`src/rtl/mux_pkg.sv`:
```
// Shared constants and types for the indexed nibble multiplexer.
// Lane k of a packed lanes_t vector occupies bits [4k+3:4k].
package mux_pkg;

  localparam int LANE_W  = 4;
  localparam int SEL_W   = 8;
  localparam int N_LANES = 256;

  typedef logic [3:0]    nibble_t;
  typedef logic [1023:0] lanes_t;

endpackage

```
`src/rtl/mux16_4bits.sv`:
```
// Combinational 16:1 nibble multiplexer; lane 0 is the least-significant nibble of d.
module mux16_4bits
  import mux_pkg::*;
(
  input  logic [16*LANE_W-1:0] d,
  input  logic [3:0]           sel,
  output nibble_t              y
);

  assign y = d[sel*LANE_W +: LANE_W];

endmodule

```
`src/rtl/mux256_4_bits.sv`:
```
// Registered 256:1 nibble multiplexer built as a 16x16 tree of mux16_4bits.
// Define MUX256_4_BITS_PIPE_EN to register the first tree level (latency 2 instead of 1).
module mux256_4_bits #(
  parameter int N_IN  = 256,
  parameter int W     = 4,
  parameter int SEL_W = 8
) (
  input  logic                clk,
  input  logic                rst,
  input  logic                in_valid,
  input  logic [N_IN*W-1:0]   D,
  input  logic [SEL_W-1:0]    sel,
  output logic                out_valid,
  output logic [W-1:0]        Y
);

  import mux_pkg::*;

  logic [16*LANE_W-1:0] grp_flat;
  logic [16*LANE_W-1:0] fin_in;
  logic [3:0]           fin_sel;
  logic                 fin_valid;
  nibble_t              fin_y;

  // First tree level: each group of sixteen lanes reduced by the low select bits.
  for (genvar g = 0; g < 16; g++) begin : g_stage1
    mux16_4bits u_mux (
      .d   (D[g*16*LANE_W +: 16*LANE_W]),
      .sel (sel[3:0]),
      .y   (grp_flat[g*LANE_W +: LANE_W])
    );
  end

`ifdef MUX256_4_BITS_PIPE_EN
  logic [16*LANE_W-1:0] s1_grp;
  logic [3:0]           s1_sel_hi;
  logic                 s1_valid;

  // Group results and the high select bits travel together so they stay aligned.
  always_ff @(posedge clk or posedge rst) begin
    if (rst) begin
      s1_grp    <= '0;
      s1_sel_hi <= '0;
      s1_valid  <= 1'b0;
    end else begin
      s1_valid <= in_valid;
      if (in_valid) begin
        s1_grp    <= grp_flat;
        s1_sel_hi <= sel[SEL_W-1:4];
      end
    end
  end

  assign fin_in    = s1_grp;
  assign fin_sel   = s1_sel_hi;
  assign fin_valid = s1_valid;
`else
  assign fin_in    = grp_flat;
  assign fin_sel   = sel[SEL_W-1:4];
  assign fin_valid = in_valid;
`endif

  mux16_4bits u_final (
    .d   (fin_in),
    .sel (fin_sel),
    .y   (fin_y)
  );

  // Y only moves on a qualified result, so it holds through idle cycles.
  always_ff @(posedge clk or posedge rst) begin
    if (rst) begin
      out_valid <= 1'b0;
      Y         <= '0;
    end else begin
      out_valid <= fin_valid;
      if (fin_valid) begin
        Y <= fin_y;
      end
    end
  end

endmodule

```
`config.mk`:
```
export PLATFORM = sky130hd
export DESIGN_NAME = mux256_4_bits
export DESIGN_NICKNAME = d
export VERILOG_FILES = /design/src/rtl/mux_pkg.sv /design/src/rtl/mux16_4bits.sv /design/src/rtl/mux256_4_bits.sv
export SDC_FILE = /design/constraint.sdc
export NUM_CORES = 1
export LEC_CHECK = 0
export ABC_AREA = 1
export CAP_MARGIN = 5
export CORE_AREA = 5 5 404 406
export CTS_CLUSTER_SIZE = 14
export DETAILED_ROUTE_END_ITERATION = 16
export DIE_AREA = 0 0 409 411
export PLACE_DENSITY_LB_ADDON = 0.25
export SLEW_MARGIN = 15
export SYNTH_ARGS = -nofsm -noshare
export SYNTH_HDL_FRONTEND = slang
export SYNTH_SLANG_ARGS = --single-unit
```
`constraint.sdc`:
```
create_clock -name clk -period 0.8 [get_ports clk]
set_clock_uncertainty 0.1 [all_clocks]
set_input_delay 0.16 -clock clk [delete_from_list [all_inputs] [get_ports clk]]
set_output_delay 0.16 -clock clk [all_outputs]
set_load 0.01 [all_outputs]
```
==> results.md, run 1 <==
* Status: finished with violations
* Failing checks: negative setup slack
* Crit path arrival time at 2060 ps
* Pwr dens at 619 nW/um^2
* Die Wd at ~410 um
* Drt drc at 0
* Post-route clock period utilization at 254%
* CP max stage delay at roughly 180 ps
* Total CTS buffers at 3
* Worst setup margin at -1240 ps
* CTS tree: done
* Mapped Nets at 3344
* Die H at ~410 um
* CP Launch Type: input pin
* Vias in the first global route at roughly 21000
* P&R area growth vs syn at 174%
* Hold Path Class: input pin to async pin
* Setup CP Type: input pin to register
* Vias per inst at around 3.8
* Yosys warns at 0
* Placed wire-length estimate at between 100 and 150 mm
* Design Area, Final at just under 30000 sq um
* Worst-path cell chain: buf_16 > buf_16 > buf_16 > buf_16 > clkbuf_16 > nand2_1 > nand3_2 > nand3_2 > nand3_4 > nand3_4 > nand3_4 > buf_12 > nand2_1 > nand2_1 > nand3_2 > nand2_2 > nand2_1 > nand2_1
* Pre-antenna DRT Iters at 5
* CP max-delay cell: buf_16
* Drt wl/cell at about 26 um
* Final setup viols at 9
* Placed insts at between 5000 and 6000
* Detailed Route Iter0 Violations at between 1500 and 2000
* Grt ovf at 0
* GRT Resource Usage Total at around 15%
* Initial core utilization at roughly 6.6%
* Final hold vios at 0
* Clock sinks at 5
* Seq/Total Area, Yosys at 1.19%
* Clk Tree Root Cell: clkbuf_16
* Crit. End Element: register
* Place WS at -2090 ps
* Netlist cell types at 12
* Highest Clock Rate at 0.491 GHz
* Die area at between 150000 and 200000 sq um
* MaxCap Viol Count at 0
* Static leakage at roughly 12 nW
* Share of layout cells above drive strength 1 at about a fifth
* Worst Tran Pin Value at 597 ps
* Clock Path Buffers at 2
* Nets@finish at around 4500
* Worst slew margin at ~60%
* Mapped Cells at between 2000 and 2500
* CP required at just over 800 ps
* Placed inst area at ~25000 sq um
* Worst path most repeated cell: nand2_1
* Wirelength, routed at about 140 mm
* Antenna violation net count after detailed routing at 0
* Clk_lat worst skew at between 200 and 250 ps
* Synth Cell Area at around 11000 sq um
* Fill cell count at between 15000 and 20000
* RD Place Congestion at just over 0.9
* Top-Level Pins at 1040
* PortBufs at 1039
* Crit path from: sel[0]
* Reg2Reg Launch Point: Y[2]
* Fin cells at roughly 5500
* H-Tree Depth at 1
* Flops & latches, synth at 5
* Syn_area_per_cell at approximately 4.6 sq um
* Slew Limit Fails at 0
* Antenna violations before repair at 38
* Fin Setup TNS at -6250 ps
* Crit path max fanout at 8
* Core area at 159000 sq um
* Global-route wire length before repair at 178 mm
* Pin count of the biggest net entering global routing at a little under 60
* Unrepaired setup endpoints after global routing: yes
* Vias at about 21000
* Row count at between 100 and 150
* Clock transition at the registers of the reported paths at ~40 ps
* Minimum clock period at 2040 ps
* Peak VDD IR at approximately 0.37 mV
[placed cells by master, fill, tap and decap left out]
| master | count |
|---|---|
| inv_4 | 1 |
| buf_2 | 2 |
| nand2_2 | 47 |
| bufbuf_16 | 4 |
| clkinv_16 | 2 |
| dlymetal6s2s_1 | 1 |
| inv_12 | 2 |
| buf_16 | 25 |
| clkbuf_16 | 26 |
| buf_12 | 64 |
| dfrtp_1 | 3 |
| clkinv_8 | 1 |
| diode_2 | 10 |
| buf_4 | 164 |
| nand3_4 | 69 |
| nand2_1 | 1006 |
| nand2_8 | 1 |
| clkdlybuf4s50_1 | 1027 |
| nand3_1 | 712 |
| inv_2 | 1 |
| nand2_4 | 18 |
| clkinv_2 | 1 |
| inv_1 | 5 |
| dfrtp_2 | 2 |
| buf_6 | 22 |
| nand3_2 | 219 |
| buf_8 | 10 |
[worst paths after layout]
path                             endpoint  slack (ps)  cells past startpoint
worst max-delay path                 Y[1]       -1240                     18
max in group asynchronous            Y[3]         350                      3
worst min-delay path            out_valid         140                      3
worst min register to register       Y[0]         470                      2
min in group clk                out_valid         170                      2
worst max register to register       Y[2]         -30                      2
[cell families after synthesis]
kind of cell / after synthesis / share of synthesized area (%)
flops: 5 / 1.19
buf+inv: 232 / 12.9
simple gates: 2072 / 85.9
[power breakdown]
group	total (mW)	switching, mW	internal, mW
logic	16.6	7.87	8.76
registers	0.350	0.0602	0.290
clock network	0.871	0.214	0.657
total	17.9	8.14	9.71
[metrics by stage]
step           power [mW]  util (%)  hold WS [ps]
5_1_grt              19.0      18.1           154
6_report             17.9      18.1           141
3_5_place_dp         14.8      15.7           394
3_3_place_gp         14.9      15.7           385
4_1_cts              16.5      16.4           142
2_1_floorplan        5.26         -          -161
[Yosys cell counts, drive strengths merged]
| cell | count | area [sq um] |
|---|---|---|
| clkbuf | 25 | 93.8 |
| buf | 197 | 1220 |
| nand2 | 1072 | 4020 |
| inv | 10 | 42.6 |
| dfrtp | 5 | 125 |
| nand3 | 1000 | 5000 |
[cell type report]
cell class | instances | area [sq um] | area share, %
Inverter | 10 | 105 | 0.364
Timing Repair Buffer | 1342 | 14600 | 50.6
Clock buffer | 3 | 75.1 | 0.260
Timing Repair inverter | 2 | 32.5 | 0.113
Multi-Input combinational cell | 2072 | 11300 | 39.0
Sequential cell | 5 | 128 | 0.442
Tap cell | 2086 | 2610 | 9.05
Antenna cell | 10 | 25.0 | 0.0868
Clock inverter | 1 | 5.00 | 0.0174
[registers in the layout, summed over array words and instances, names as in the netlist]
name / count
Y: 4
out_valid: 1
[layer usage]
metal / wire length [um] / part of all wire, % / up-vias / global-route usage, %
met5: 69 / 0.049 / - / 0
li1: - / - / 10000 / -
met4: 2560 / 1.8 / 12 / 2.55
met1: 59200 / 42 / 9983 / 19.0
met2: 71000 / 50 / 920 / 27.5
met3: 8440 / 6.0 / 92 / 2.09
[timing repair]
action,CTS,global route
buffers inserted,7,24
pin swaps,9,112
endpoints found under the setup margin,10,10
hold buffers,0,0
gates resized for setup,154,383
gates cloned,8,27
[worst max-delay path, delay by kind of cell]
| family | cells | cell delay, ps |
|---|---|---|
| buf+inv | 6 | 950 |
| simple gates | 12 | 880 |
No activity file was read; power rests on OpenSTA's default activity.
==> run 2, diff against run 1 <==
- CORE_AREA: 5 5 404 406 -> 5 5 400 402
- DIE_AREA: 0 0 409 411 -> 0 0 405 407
- clock period: 0.8 -> 1.68 ns (I/O delays scaled with it)
==> run 2 against run 1 <==
Utilization is 0.59 points lower. Critical path type unchanged. Wire length grew 0.55%. Clock power decreased by 51%. Combinational power decreased by 55%. Design area is 5.6% lower. The flow still finishes with violations (negative setup slack). Flip-flop and latch count unchanged. Register-to-register slack better by 880 ps. Power fell by 55%. Critical path depth fell by 1.
==> results.md, run 2 (same netlist as run 1, synthesis figures left out) <==
* Status: finished with violations
* Failing checks: negative setup slack
* Crit path arrival time at between 2000 and 2500 ps
* Cell family with most CP delay: simple AND/OR/NAND/NOR gates
* CTS tree: done
* Highest Clock Rate at about 0.45 GHz
* Worst-path cell chain: buf_16 > clkinv_16 > buf_16 > buf_12 > buf_12 > nand2_1 > nand3_1 > nand3_2 > nand3_4 > nand3_2 > nand3_4 > nand2_1 > nand2_1 > nand3_1 > nand2_1 > nand2_1 > nand2_1
* Worst path most repeated cell: nand2_1
* Crit path max fanout at 15
* R2R Setup Slk at roughly 850 ps
* Most common cell after layout, fill and taps aside: nand2_1
* Total CTS buffers at 3
* Most flops, register: Y
* Placed insts at 5440
* Vias in the first global route at ~21000
* Sw power at 3.63 mW
* Combinational share of power at 92.6%
* CP required at 1710 ps
* Minimum clock period at 2220 ps
* Worst Tran Pin Value at 409 ps
* Post-route clock period utilization at 132%
* Pin count of the biggest net entering global routing at 50
* Unrepaired setup endpoints after global routing: yes
* CP max-delay cell: nand3_1
* Fill cell count at ~18000
* Grt ovf at 0
* Static leakage at 11.1 nW
* CP max stage delay at roughly 180 ps
* Worst slew margin at just over 70%
* Pwr dens at just under 300 nW/um^2
* Drt wl/cell at about 26 um
* RD Place Congestion at 0.896
* CP Launch Type: input pin
* Setup CP Type: input pin to register
* GRT Resource Usage Total at 15.9%
* Most frequent cells in the layout: nand2_1 (1053), clkdlybuf4s50_1 (1029), nand3_1 (810)
* Top-Level Pins at roughly 1000
* Hold Path Class: input pin to async pin
* Core area at ~160000 sq um
* Clock share of power at approximately 5.4%
* Die H at between 400 and 500 um
* Placed wire-length estimate at roughly 120 mm
* Global-route wire length before repair at roughly 180 mm
* Vias per inst at 3.78
* P&R area growth vs syn at 159%
* Antenna violations before repair at 62
* Clock transition at the registers of the reported paths at approximately 40 ps
* MaxCap Viol Count at 0
* Clk Tree Root Cell: clkbuf_16
* Wirelength, routed at 142 mm
* Slew Limit Fails at 0
* Share of layout cells above drive strength 1 at approximately 15%
* Drt drc at 0
* R2R cell count at 2
* Final hold vios at 0
* CP Buf/Inv Count at 5
* Antenna violation net count after detailed routing at 0
* Sequential share of power at 2.0%
* Nets@finish at about 4500
* Crit. End Element: register
* Clock sinks at 5
* Biggest regs: Y (4), out_valid (1)
* Die Wd at ~400 um
* Peak VDD IR at approximately 0.23 mV
* H-Tree Depth at 1
* Final setup viols at 4
* Clock Path Buffers at 2
* R2R Path End: Y[0]
* Fin cells at approximately 5500
* Pre-antenna DRT Iters at 7
* Sw frac at 45.5%
* Die area at 165000 sq um
* Vias at slightly above 20000
* Worst setup margin at -539 ps
* Row count at about 150
* Reg2Reg Launch Point: Y[0]
* PortBufs at around 1000
* Critical path depth in cells at 17
* Detailed Route Iter0 Violations at 1602
* Min Hold Slack at roughly 260 ps
* CTS Hold Bufs at 0
* Number of flip-flops in the largest register at 4
* Initial core utilization at roughly 6.8%
* Clk_lat worst skew at around 240 ps
* Internal at approximately 4.4 mW
[run 2: cell count changes in the layout (fill, tap and decap cells not counted), sizes merged, moves of 2 or more]
| cell | delta |
|---|---|
| clkdlybuf4s50 | +2 |
| dlygate4sd2 | +3 |
| clkbuf | -18 |
| diode | +8 |
[run 2: worst max path at each step]
stage	start	to	slack (ps)
final	sel[0]	Y[0]	-540
after global routing	sel[0]	Y[0]	-620
after CTS	sel[0]	Y[3]	-590
after detailed placement	sel[0]	Y[3]	-1460
after global placement	sel[0]	Y[3]	-1590
after floorplan	sel[0]	Y[3]	-4
[run 2: repair_timing]
| action | in CTS | in global routing |
|---|---|---|
| cloned | 8 | 6 |
| buffers inserted | 14 | 6 |
| endpoints found under the setup margin | 8 | 5 |
| gates resized for setup | 250 | 75 |
| pin swaps | 30 | 17 |
[run 2: cell type report]
class,count,area [sq um],area share [%]
inverter,10,98.8,0.363
tap,2058,2570,9.45
clock inverter,1,5.00,0.0184
multi-input combinational,2072,10400,38.1
antenna,18,45.0,0.165
sequential,5,125,0.459
clock buffer,3,75.1,0.276
timing repair inverter,2,27.5,0.101
timing repair buffer,1327,13900,51.1
[run 2: worst reg2reg max path: stages, from the launching register on]
cell and delay [ps]:
dfrtp_1 450, nand2_1 110, nand2_1 60
[run 2: stage by stage]
step           power (mW)  instance area, sq um  setup WS [ps]  setup TNS (ps)  utilization (%)
2_1_floorplan        2.46                 10900          -4.10           -4.10                -
3_3_place_gp         7.03                 24900          -1590           -5750             16.0
3_5_place_dp         6.99                 24900          -1460           -5410             16.0
4_1_cts              7.97                 26600           -593           -2440             17.1
5_1_grt              8.56                 27200           -622           -2430             17.5
6_report             7.99                 27200           -539           -2030             17.5
[run 2: routing by layer]
| layer | vias up | global-route usage (%) | share of wire [%] |
|---|---|---|---|
| li1 | 9972 | - | - |
| met5 | - | 0 | 0.029 |
| met3 | 122 | 2.46 | 5.4 |
| met4 | 6 | 3.06 | 1.7 |
| met2 | 833 | 30.2 | 53 |
| met1 | 9838 | 18.8 | 40 |
[run 2: power groups by stage]
stage          Combinational (mW)  Sequential [mW]  Clock, mW
4_1_cts                      7.35            0.169      0.451
5_1_grt                      7.94            0.166      0.453
2_1_floorplan                2.30            0.153          0
3_5_place_dp                 6.82            0.170          0
3_3_place_gp                 6.86            0.171          0
6_report                     7.40            0.160      0.430
==> run 3, diff against run 2 <==
- SLEW_MARGIN: 15 -> not set
==> results of run 3 <==
No change in the layout: final DEF, timing and power equal those of run 2.
